### src/rtl/seg7_decoder_if.sv
// ---------------------------------------------------------------------------
// seg7_decoder_if
// Bundles the segment-sample input stream and the decoded-digit output
// handshake of seg7_decoder.
//   seg_in      [6:0] active-low segment pattern {g,f,e,d,c,b,a}
//   seg_valid         qualifies seg_in this cycle
//   dout        [3:0] decoded hex digit
//   dout_valid        dout holds an unconsumed digit
//   dout_ready        consumer acceptance
//   err               one-cycle pulse after an illegal pattern locked
//   err_cnt     [7:0] saturating count of illegal locked patterns
//   overrun           sticky flag: a decoded digit was dropped
// master: the environment side (drives samples and ready)
// slave : the decoder side
// ---------------------------------------------------------------------------
interface seg7_decoder_if;
   logic [6:0] seg_in;
   logic       seg_valid;
   logic [3:0] dout;
   logic       dout_valid;
   logic       dout_ready;
   logic       err;
   logic [7:0] err_cnt;
   logic       overrun;

   modport master (
      output seg_in, seg_valid, dout_ready,
      input  dout, dout_valid, err, err_cnt, overrun
   );

   modport slave (
      input  seg_in, seg_valid, dout_ready,
      output dout, dout_valid, err, err_cnt, overrun
   );
endinterface

### src/rtl/seg7_decoder.sv
// ---------------------------------------------------------------------------
// seg7_decoder
// Debounces an active-low 7-segment pattern: a pattern must be seen valid and
// unchanged for STABLE_CYCLES consecutive edges before it is captured once.
// Legal captures are decoded to a hex digit and offered on a valid/ready
// output; illegal captures pulse err and bump a saturating error counter.
// A legal digit arriving while an unaccepted digit is pending is dropped and
// recorded in the sticky overrun flag.
// Ports:
//   clk    rising-edge clock
//   rst_n  asynchronous active-low reset
//   bus    seg7_decoder_if.slave (see interface header for signal list)
// ---------------------------------------------------------------------------
module seg7_decoder #(
   parameter int STABLE_CYCLES = 3
) (
   input  logic                 clk,
   input  logic                 rst_n,
   seg7_decoder_if.slave        bus
);

   localparam logic [3:0] STABLE_C = 4'(STABLE_CYCLES);

   typedef enum logic [1:0] {
      IDLE   = 2'd0,
      TRACK  = 2'd1,
      LOCKED = 2'd2
   } state_t;

   // Returns {legal, digit}; every pattern outside the 16-entry table is illegal.
   function automatic logic [4:0] seg_decode(input logic [6:0] pat);
      logic [4:0] res;
      case (pat)
         7'b1000000: res = 5'h10;
         7'b1111001: res = 5'h11;
         7'b0100100: res = 5'h12;
         7'b0110000: res = 5'h13;
         7'b0011001: res = 5'h14;
         7'b0010010: res = 5'h15;
         7'b0000010: res = 5'h16;
         7'b1111000: res = 5'h17;
         7'b0000000: res = 5'h18;
         7'b0010000: res = 5'h19;
         7'b0001000: res = 5'h1A;
         7'b0000011: res = 5'h1B;
         7'b1000110: res = 5'h1C;
         7'b0100001: res = 5'h1D;
         7'b0000110: res = 5'h1E;
         7'b0001110: res = 5'h1F;
         default:    res = 5'h00;
      endcase
      return res;
   endfunction

   state_t     state_r,      state_nxt_s;
   logic [3:0] cnt_r,        cnt_nxt_s;
   logic [6:0] sample_r,     sample_nxt_s;
   logic       capture_s;
   logic [3:0] cnt_inc_s;

   logic [3:0] dout_r,       dout_nxt_s;
   logic       dout_valid_r, dout_valid_nxt_s;
   logic       err_r,        err_nxt_s;
   logic [7:0] err_cnt_r,    err_cnt_nxt_s;
   logic       overrun_r,    overrun_nxt_s;
   logic [4:0] dec_s;

   assign cnt_inc_s = cnt_r + 4'd1;
   assign dec_s     = seg_decode(bus.seg_in);

   // Next-state logic of the debounce tracker; capture_s marks the lock edge.
   always_comb begin
      state_nxt_s  = state_r;
      cnt_nxt_s    = cnt_r;
      sample_nxt_s = sample_r;
      capture_s    = 1'b0;
      case (state_r)
         IDLE, TRACK, LOCKED: begin
            if (!bus.seg_valid) begin
               state_nxt_s = IDLE;
               cnt_nxt_s   = 4'd0;
            end else if ((state_r == IDLE) || (bus.seg_in != sample_r)) begin
               // A fresh pattern counts as its own first match.
               sample_nxt_s = bus.seg_in;
               cnt_nxt_s    = 4'd1;
               if (STABLE_C == 4'd1) begin
                  capture_s   = 1'b1;
                  state_nxt_s = LOCKED;
               end else begin
                  state_nxt_s = TRACK;
               end
            end else if (state_r == TRACK) begin
               cnt_nxt_s = cnt_inc_s;
               if (cnt_inc_s == STABLE_C) begin
                  capture_s   = 1'b1;
                  state_nxt_s = LOCKED;
               end else begin
                  state_nxt_s = TRACK;
               end
            end else begin
               // LOCKED on the same pattern: hold without recapturing.
               state_nxt_s = LOCKED;
            end
         end
         default: begin
            state_nxt_s  = IDLE;
            cnt_nxt_s    = 4'd0;
            sample_nxt_s = 7'b1111111;
         end
      endcase
   end

   // Output-side next values: digit handoff, overrun, error pulse and counter.
   always_comb begin
      dout_nxt_s       = dout_r;
      dout_valid_nxt_s = dout_valid_r;
      overrun_nxt_s    = overrun_r;
      err_nxt_s        = capture_s & ~dec_s[4];
      err_cnt_nxt_s    = err_cnt_r;
      if (capture_s && dec_s[4]) begin
         if (!dout_valid_r || bus.dout_ready) begin
            dout_nxt_s       = dec_s[3:0];
            dout_valid_nxt_s = 1'b1;
         end else begin
            overrun_nxt_s = 1'b1;
         end
      end else if (dout_valid_r && bus.dout_ready) begin
         dout_valid_nxt_s = 1'b0;
      end else begin
         dout_valid_nxt_s = dout_valid_r;
      end
      if (capture_s && !dec_s[4] && (err_cnt_r != 8'hFF)) begin
         err_cnt_nxt_s = err_cnt_r + 8'd1;
      end else begin
         err_cnt_nxt_s = err_cnt_r;
      end
   end

   // State and output registers.
   always_ff @(posedge clk or negedge rst_n) begin
      if (!rst_n) begin
         state_r      <= IDLE;
         cnt_r        <= 4'd0;
         sample_r     <= 7'b1111111;
         dout_r       <= 4'd0;
         dout_valid_r <= 1'b0;
         err_r        <= 1'b0;
         err_cnt_r    <= 8'd0;
         overrun_r    <= 1'b0;
      end else begin
         state_r      <= state_nxt_s;
         cnt_r        <= cnt_nxt_s;
         sample_r     <= sample_nxt_s;
         dout_r       <= dout_nxt_s;
         dout_valid_r <= dout_valid_nxt_s;
         err_r        <= err_nxt_s;
         err_cnt_r    <= err_cnt_nxt_s;
         overrun_r    <= overrun_nxt_s;
      end
   end

   assign bus.dout       = dout_r;
   assign bus.dout_valid = dout_valid_r;
   assign bus.err        = err_r;
   assign bus.err_cnt    = err_cnt_r;
   assign bus.overrun    = overrun_r;

endmodule

### src/flat_wrapper.sv
// flat-port wrapper written by rule: the top's interface ports become plain ports
module seg7_decoder_flat 
#(
   parameter int STABLE_CYCLES = 3
)
  (clk, rst_n, bus_seg_in, bus_seg_valid, bus_dout_ready, bus_dout, bus_dout_valid, bus_err, bus_err_cnt, bus_overrun);
  seg7_decoder_if bus_i ();
  input  logic clk;
  input  logic rst_n;
  input wire logic [$bits(bus_i.seg_in)-1:0] bus_seg_in;
  input wire logic [$bits(bus_i.seg_valid)-1:0] bus_seg_valid;
  input wire logic [$bits(bus_i.dout_ready)-1:0] bus_dout_ready;
  output wire logic [$bits(bus_i.dout)-1:0] bus_dout;
  output wire logic [$bits(bus_i.dout_valid)-1:0] bus_dout_valid;
  output wire logic [$bits(bus_i.err)-1:0] bus_err;
  output wire logic [$bits(bus_i.err_cnt)-1:0] bus_err_cnt;
  output wire logic [$bits(bus_i.overrun)-1:0] bus_overrun;
  assign bus_i.seg_in = bus_seg_in;
  assign bus_i.seg_valid = bus_seg_valid;
  assign bus_i.dout_ready = bus_dout_ready;
  assign bus_dout = bus_i.dout;
  assign bus_dout_valid = bus_i.dout_valid;
  assign bus_err = bus_i.err;
  assign bus_err_cnt = bus_i.err_cnt;
  assign bus_overrun = bus_i.overrun;
  seg7_decoder #(.STABLE_CYCLES(STABLE_CYCLES)) u_core (.clk(clk), .rst_n(rst_n), .bus(bus_i));
endmodule
### config.mk
export PLATFORM = sky130hd
export DESIGN_NAME = seg7_decoder_flat
export DESIGN_NICKNAME = d
export VERILOG_FILES = /design/src/rtl/seg7_decoder_if.sv /design/src/rtl/seg7_decoder.sv /design/src/flat_wrapper.sv
export SDC_FILE = /design/constraint.sdc
export NUM_CORES = 1
export LEC_CHECK = 0
export ABC_AREA = 1
export CAP_MARGIN = 20
export CORE_MARGIN = 2
export CORE_UTILIZATION = 30
export CTS_CLUSTER_DIAMETER = 120
export DETAILED_ROUTE_END_ITERATION = 8
export GPL_ROUTABILITY_DRIVEN = 0
export PLACE_DENSITY = 0.6
export SLEW_MARGIN = 20
export SYNTH_ARGS = -nofsm -noshare
export SYNTH_HDL_FRONTEND = slang
export SYNTH_SLANG_ARGS = --single-unit
export TNS_END_PERCENT = 5
### constraint.sdc
create_clock -name clk -period 4.3 [get_ports clk]
set_input_delay 0.86 -clock clk [delete_from_list [all_inputs] [get_ports clk]]
set_output_delay 0.86 -clock clk [all_outputs]
set_load 0.02 [all_outputs]
==> results, run 1 <==
- STA puts the critical path data arrival time at 2.72 ns.
- Entering global routing, the biggest net connects 25 pins.
- The number of maximum-capacitance violations is 0.
- In the post-synthesis netlist, the biggest area contributors are sky130_fd_sc_hd__dfrtp_1 28%, sky130_fd_sc_hd__nand2_1 20%, sky130_fd_sc_hd__dfstp_2 9.8%.
- The all-layer global routing usage is 12.4%.
- The number of filler instances in the final layout is around 650.
- Setup slack on the worst reg-to-reg path comes out at 2.41 ns.
- The worst pin sits at a relative slew slack of 56.7%.
- Cells with a size suffix above 1 make up 10.9% of the layout.
- The die outline area is 6890 sq um.
- Once detail routing completed, the nets flagged for antenna violations numbered 0.
- 26 I/O pins were placed.
- The wire length of the first global-routing pass is 7250 microns.
- The number of vias in the routed layout is 1742.
- Setup violations remaining at the end of the flow were counted as 0.
- The floorplan has 28 rows.
- The distinct cell type count after synthesis is 27.
- The kind of critical path is in2reg.
- A synthesized cell averages 6.76 sq um.
- Once the clock tree was built, the setup fixing pass inserted 0 buffers.
- The static power due to leakage is about 1.2 nW.
- The final count of pins violating max slew was 0.
- After clock tree synthesis, the repair step resized 0 gates.
- The maximum clock skew at final layout is 0.0104 ns.
- The most common cell in the synthesized netlist is sky130_fd_sc_hd__nand2_1.
- The maximum operating frequency is ~0.39 GHz.
- The initial antenna violation count was 0.
- The proportion of synthesized chip area in sequential cells is 37.9%.
- The count of inserted antenna diode cells is 0.
- For the worst setup path, the data required time is 4.48 ns.
- The number of CTS-inserted buffers is 3.
- The area of the mapped netlist is 1870 sq um.
- For this run, the leading register cell type out of synthesis is sky130_fd_sc_hd__dfrtp_1.
- The number of nets handed over by synthesis was 291.
- The detailed placement HPWL is 3210 microns.
- The endpoint kind of the worst setup timing path is a register.
- The number of global-route vias before repair came to 1626.
- STA classifies the critical path startpoint as a primary input.
- The initial core utilization is 31.3%.
- In the final design database the tool counted roughly 320 nets.
- For the worst flop-to-flop path, the logic depth is 11.
- For this run, the number of Yosys warnings is 0.
- Dividing the detail-routed wire length by the instance count gives 10.9 microns.
- After clock tree synthesis, the clock-pin slew on the worst setup and hold paths is 0.10 ns.
- The pre-antenna-repair detailed-routing pass consisted of 4 iterations.
- The biggest area contributor in the post-synthesis netlist is sky130_fd_sc_hd__dfrtp_1.
- The clock net in this run drives a total of 28 sinks.
- The top cell type by area accounts for around 28% of the synthesized area.
- For the pin with the worst max-slew slack, the measured transition is 0.645 ns.
- CTS built an H-tree with a depth of 1.
- Of all nets on the critical path, the largest fanout is 13.
- The power per cell area is about 250 nW/um^2.
- The count of flip-flops with a built-in enable after synthesis is 0.
- The master cell of the clock root buffer is sky130_fd_sc_hd__clkbuf_8.
- The die boundary width is 83.0 microns.
- In this run, post-CTS hold repair placed 0 buffers.
- TritonCTS built the clock tree.
- The type of the worst min-delay path is reg2reg.
- The instance count of the mapped netlist is between 200 and 300.
- The total congestion overflow is 0.
- By count the netlist is led by 99 x sky130_fd_sc_hd__nand2_1, 34 x sky130_fd_sc_hd__nor2_1, 31 x sky130_fd_sc_hd__inv_1.
- Counting flops and latches in the post-synthesis netlist gives 28.
- The y dimension of the die is approximately 83 microns.
- Counting instances, the worst hold path has a depth of 2.
- Dividing the final minimum period by the clock period gives 59.1%.
- The vias per cell is 4.61.
- VDD sags by at most 139 uV.
- The clock latency on the worst-skew pair is 0.28 ns.
- At the end of the flow the core is filled with cells to 37.8%.
- The routed wire length is 4130 microns.
- Setup repair after global routing left no endpoint under its margin.
- After detailed routing, the number of remaining DRC violations is 0.
- The post-route setup TNS is 0 ns.
- The number of buffers inserted by port buffering is 25.
- The detailed router finished its first iteration with 50 violations.
- After synthesis, the share of flip-flops with an asynchronous set or reset is 100%.
- The flow ran to the end, and the final reports show no timing, DRC or antenna violations.
- The post-route minimum period is between 2 and 3 ns.
- The number of failing hold endpoints at the final stage is 0.
- Compared with the post-synthesis result, the final layout area differs by 21.0%.
- No sink is reached through more buffers than the 2 on the longest clock path.
- The area of the core is 5990 sq um.
[power breakdown]
part / leakage, nW / total (mW) / switching (mW) / internal [mW]
combinational: 0.756 / 0.0713 / 0.0468 / 0.0244
clock: 0.0357 / 0.211 / 0.0863 / 0.125
sequential: 0.362 / 0.280 / 0.00493 / 0.275
[stage by stage]
stage	instances	cell area (sq um)	total power, mW	hold WS [ns]	worst slack, ns
floorplan	277	1870	0.327	0.481	2.39
global placement	374	2200	0.357	0.461	1.31
detailed placement	374	2200	0.357	0.466	1.22
CTS	378	2270	0.569	0.490	1.50
global route	378	2270	0.594	0.508	1.54
finish	378	2270	0.563	0.482	1.76
[sequential cells by signal, indices dropped and copies added (netlist names)]
signal                 flops
u_core.sample_r            7
u_core.bus.err             1
u_core.state_r             2
u_core.cnt_r               4
u_core.bus.dout_valid      1
u_core.bus.dout            4
u_core.bus.overrun         1
u_core.bus.err_cnt         8
[layout make-up]
cell class	count	area, sq um	area share, %
Clock buffer	3	41.3	1.82
Clock inverter	1	30.0	1.32
Inverter	37	139	6.13
Multi-Input combinational cell	208	1000	44.2
Sequential cell	28	709	31.3
Tap cell	75	93.8	4.14
Timing Repair Buffer	26	253	11.1
[critical path: stages]
cell	delay [ns]
sky130_fd_sc_hd__clkdlybuf4s50_1	0.60
sky130_fd_sc_hd__inv_2	0.09
sky130_fd_sc_hd__nand2_1	0.07
sky130_fd_sc_hd__nand2_1	0.05
sky130_fd_sc_hd__nor2_1	0.13
sky130_fd_sc_hd__nand2_2	0.09
sky130_fd_sc_hd__nor2_4	0.18
sky130_fd_sc_hd__nand2_2	0.11
sky130_fd_sc_hd__nor2_8	0.21
sky130_fd_sc_hd__nand3_1	0.19
sky130_fd_sc_hd__nand2_1	0.10
sky130_fd_sc_hd__nand2_1	0.05
[kinds of logic (layout without fill, tap and decap cells)]
kind of cell | count (synthesis) | in the layout | share of synthesized area (%)
flops | 28 | 28 | 37.9
fa+ha+maj | 3 | 3 | 2.00
buf+inv | 41 | 67 | 8.68
xor+xnor | 7 | 7 | 3.27
compound gates | 20 | 20 | 5.61
simple gates | 178 | 178 | 42.6
[path summary, 6_finish.rpt]
kind / endpoint / from
max reg2reg: u_core.bus.dout[2]$_DFFE_PN0P_ / u_core.cnt_r[0]$_DFFE_PN0P_
max: u_core.bus.dout[2]$_DFFE_PN0P_ / bus_seg_in[3]
min in group asynchronous: u_core.bus.overrun$_DFFE_PN0P_ / rst_n
min reg2reg: u_core.bus.dout[3]$_DFFE_PN0P_ / u_core.bus.dout[3]$_DFFE_PN0P_
max in group asynchronous: u_core.sample_r[2]$_DFFE_PN1P_ / rst_n
min: u_core.bus.dout[3]$_DFFE_PN0P_ / u_core.bus.dout[3]$_DFFE_PN0P_
[placed cells by master (no fill, tap or decap), drive strengths merged, types with 2 or more instances in the layout]
cell	n
nand2	104
nor2	40
inv	37
clkdlybuf4s50	24
dfrtp	21
nand4	15
o21ai	14
nand3	11
dfstp	7
xor2	6
nor3	5
a21oi	4
ha	3
clkbuf	3
or2	2
buf	2
[layer usage]
layer | global-route usage (%) | vias up | wire (microns)
li1 | - | 919 | -
met1 | 16.6 | 798 | 2020
met2 | 21.3 | 21 | 1970
met3 | 1.89 | 4 | 105
met4 | 2.68 | 0 | 33
met5 | 0 | - | 0
Power figures use the tool's default switching activity.
==> inputs of run 2 (changes only) <==
--- a/config.mk
+++ b/config.mk
@@ -12,7 +12,7 @@
 export CTS_CLUSTER_DIAMETER = 120
 export DETAILED_ROUTE_END_ITERATION = 8
 export GPL_ROUTABILITY_DRIVEN = 0
-export PLACE_DENSITY = 0.6
+export PLACE_DENSITY = 0.62
 export SLEW_MARGIN = 20
 export SYNTH_ARGS = -nofsm -noshare
 export SYNTH_HDL_FRONTEND = slang
==> constraint.sdc (replaced) <==
create_clock -name clk -period 2.3 [get_ports clk]
set_input_delay 0.46 -clock clk [delete_from_list [all_inputs] [get_ports clk]]
set_output_delay 0.46 -clock clk [all_outputs]
set_load 0.02 [all_outputs]
==> run 2 against run 1 <==
Setup slack worse by 1.5 ns; sequential share of layout area is 1.1 points lower; count of clock-buffer cells in the layout stayed put; highest routed layer unchanged.
==> results, run 2 (synthesized netlist as in run 1, its figures left out) <==
- The post-route cell area is ~2300 sq um.
- In this run the number of H-tree levels came out at 1.
- The flow ran to the end, and the final reports show no timing, DRC or antenna violations.
- In this run the static leakage power is 1.20 nW.
- The transition at the pin with the smallest max-transition slack is 0.354 ns.
- The total number of clock tree sinks is 28.
- For the worst setup path, the data required time is 2.47 ns.
- Measured along the x axis, the die boundary spans 83.0 microns.
- After floorplanning, the core was divided into 28 placement rows.
- The maximum fanout count along the critical path is 6.
- Dividing total power by cell area gives a power density of roughly 450 nW/um^2.
- STA classifies the critical path endpoint as a register.
- The number of detailed-routing iterations run before antenna repair is 4.
- Counting tap cells, the placed design contains a total of 384 instances.
- The top cell types in the final layout, fill and taps aside, are 99 x sky130_fd_sc_hd__nand2_1, 33 x sky130_fd_sc_hd__nor2_1, 31 x sky130_fd_sc_hd__inv_1.
- The final count of pins violating max slew was 0.
- Once detailed placement completed, the half-perimeter wirelength came to 3210 microns.
- The top-level port count is 26.
- After detailed routing, the number of vias per cell comes to 4.53.
- Across the VDD grid, the largest voltage drop is ~210 uV.
- In this run the cell area measured after placement is roughly 2300 sq um.
- For the worst setup path, the data arrival time is approximately 2.2 ns.
- The routed wire length is around 4000 microns.
- The most common cell after layout, fill and taps aside is sky130_fd_sc_hd__nand2_1.
- The tool flagged a number of max-cap violations equal to 0.
- For the final database, setup skew stands at 0.00942 ns.
- After clock tree synthesis, the clock-pin slew on the worst setup and hold paths is 0.10 ns.
- Across all hold checks on the routed design, the worst slack comes to 0.488 ns.
- Prior to clock tree synthesis, the placed netlist has a worst setup slack of -0.0256 ns.
- The cell with the biggest individual delay on the critical path is sky130_fd_sc_hd__clkdlybuf4s50_1.
- The hold-critical path endpoint is u_core.bus.dout[2]$_DFFE_PN0P_.
- The clock passes through at most 2 buffers.
- Counting the fill cells in the layout gives between 600 and 700.
- The all-layer global routing usage is 12.8%.
- The first global-routing pass estimated 7480 microns of wire.
- The worst min-delay path startpoint is u_core.bus.dout[2]$_DFFE_PN0P_.
- The total of hold buffers inserted after clock tree synthesis is 0.
- Post-CTS repair changed the size of 0 cells.
- The number of vias in the routed layout is 1756.
- The initial detailed-routing violation count is a little under 90.
- The y dimension of the die is 83.0 microns.
- The worst setup path is launched from a primary input.
- The number of design rule violations left after detail routing is 0.
- The final period utilization is 88.2%.
- The region available for standard cell placement spans around 6000 sq um.
- The delay of the slowest critical-path stage is 0.59 ns.
- The clock tree from TritonCTS is done.
- The worst hold path belongs to the class reg2reg.
- The number of failing hold endpoints at the final stage is 0.
- The number of buffers inserted by port buffering is 25.
- Setup violations remaining at the end of the flow were counted as 0.
- The floorplan step defined a die boundary enclosing 6890 sq um.
- The number of nets in the layout is 328.
- The endpoint of the worst register-to-register path is u_core.bus.dout[1]$_DFFE_PN0P_.
- Once the clock tree was built, the setup fixing pass inserted 0 buffers.
- The flip-flop count of the largest register, all copies and words added is 8.
- For this configuration, the core starts out at a cell density of 31.3%.
- Across all register-to-register paths, the minimum setup slack is 0.45 ns.
- For the worst flop-to-flop path, the logic depth is 11.
- The initial antenna violation count is 0.
- At the later pin of the worst-skew pair, clock insertion delay measures between 0.2 and 0.3 ns.
- Traced cell by cell, the critical path runs through clkdlybuf4s50_1, inv_2, nand2_1, nand2_1, nor2_1, nand2_2, nor2_4, nand2_2, nor2_8, nand3_1, nand2_1, nand2_1.
- The critical path in this run is classified as in2reg.
- 0 antenna diodes ended up in the layout.
- For this run, the top clock speed supported by timing is 0.493 GHz.
- The library cell appearing most often on the critical path is sky130_fd_sc_hd__nand2_1.
- In the final routed layout, each cell accounts on average for approximately 10 microns.
- The share of layout cells above drive strength 1 is 13.7%.
- The post-synthesis to final-layout area growth is 25.5%.
- Once routing completed, OpenROAD measured the worst setup slack at 0.272 ns.
- Measured against its own limit, the worst slew margin works out to 76.4%.
- Entering global routing, the biggest net connects 29 pins.
- The post-route minimum period is 2.03 ns.
- The filler-free cell count of the finished design is 388.
- The number of global-route vias before repair came to 1739.
- The master cell of the clock root buffer is sky130_fd_sc_hd__clkbuf_8.
- The worst register-to-register path begins at u_core.cnt_r[0]$_DFFE_PN0P_.
- Setup repair after global routing left no endpoint under its margin.
- Counting the buffers created by CTS gives 3.
- The total congestion overflow is 0.
- The cell depth of the worst min-delay path is 2.
- The residual antenna-violating net count after detailed routing is 0.
[run 2: changes by cell type in the layout (fill, tap and decap cells not counted), sizes merged]
cell	before	now
clkdlybuf4s50	24	25
buf	2	11
[run 2: metal layers]
metal	routed length, microns	track usage, %
met5	0	0
met4	38	4.17
met3	121	1.39
met2	1790	21.2
met1	2030	17.6
[run 2: worst max-delay path: cells and delay by family]
family	cells	cell delay (ns)
buffers and inverters	2	0.67
and+or+nand+nor	10	1.07
[run 2: power breakdown]
group	switching [mW]	internal, mW	leakage (nW)	total, mW
clock	0.155	0.233	0.0357	0.388
sequential	0.00849	0.515	0.362	0.523
combinational	0.0887	0.0567	0.806	0.145
total	0.252	0.805	1.20	1.06
[run 2: worst max-delay path by stage]
stage                     cells past startpoint                             end                         from
after global placement                       12  u_core.bus.dout[2]$_DFFE_PN0P_                bus_seg_in[2]
after CTS                                    12  u_core.bus.dout[1]$_DFFE_PN0P_                bus_seg_in[3]
after detailed placement                     12  u_core.bus.dout[1]$_DFFE_PN0P_                bus_seg_in[2]
after global routing                         11  u_core.bus.dout[1]$_DFFE_PN0P_                bus_seg_in[3]
after floorplan                              11  u_core.bus.dout[0]$_DFFE_PN0P_  u_core.cnt_r[0]$_DFFE_PN0P_
final                                        12  u_core.bus.dout[1]$_DFFE_PN0P_                bus_seg_in[3]
[run 2: layout make-up]
cell class / instances / area, sq um / area share (%)
Inverter: 37 / 139 / 5.91
Tap cell: 75 / 93.8 / 3.99
Sequential cell: 28 / 709 / 30.2
Timing Repair Buffer: 36 / 333 / 14.2
Clock buffer: 3 / 41.3 / 1.76
Multi-Input combinational cell: 208 / 1000 / 42.7
Clock inverter: 1 / 30.0 / 1.28
[run 2: stage by stage]
step | utilization (%) | setup TNS [ns] | total power, mW
4_1_cts | 39.2 | 0 | 1.07
3_5_place_dp | 38.0 | -0.0256 | 0.679
3_3_place_gp | 38.0 | 0 | 0.678
2_1_floorplan | - | 0 | 0.612
6_report | 39.2 | 0 | 1.06
5_1_grt | 39.2 | 0 | 1.11
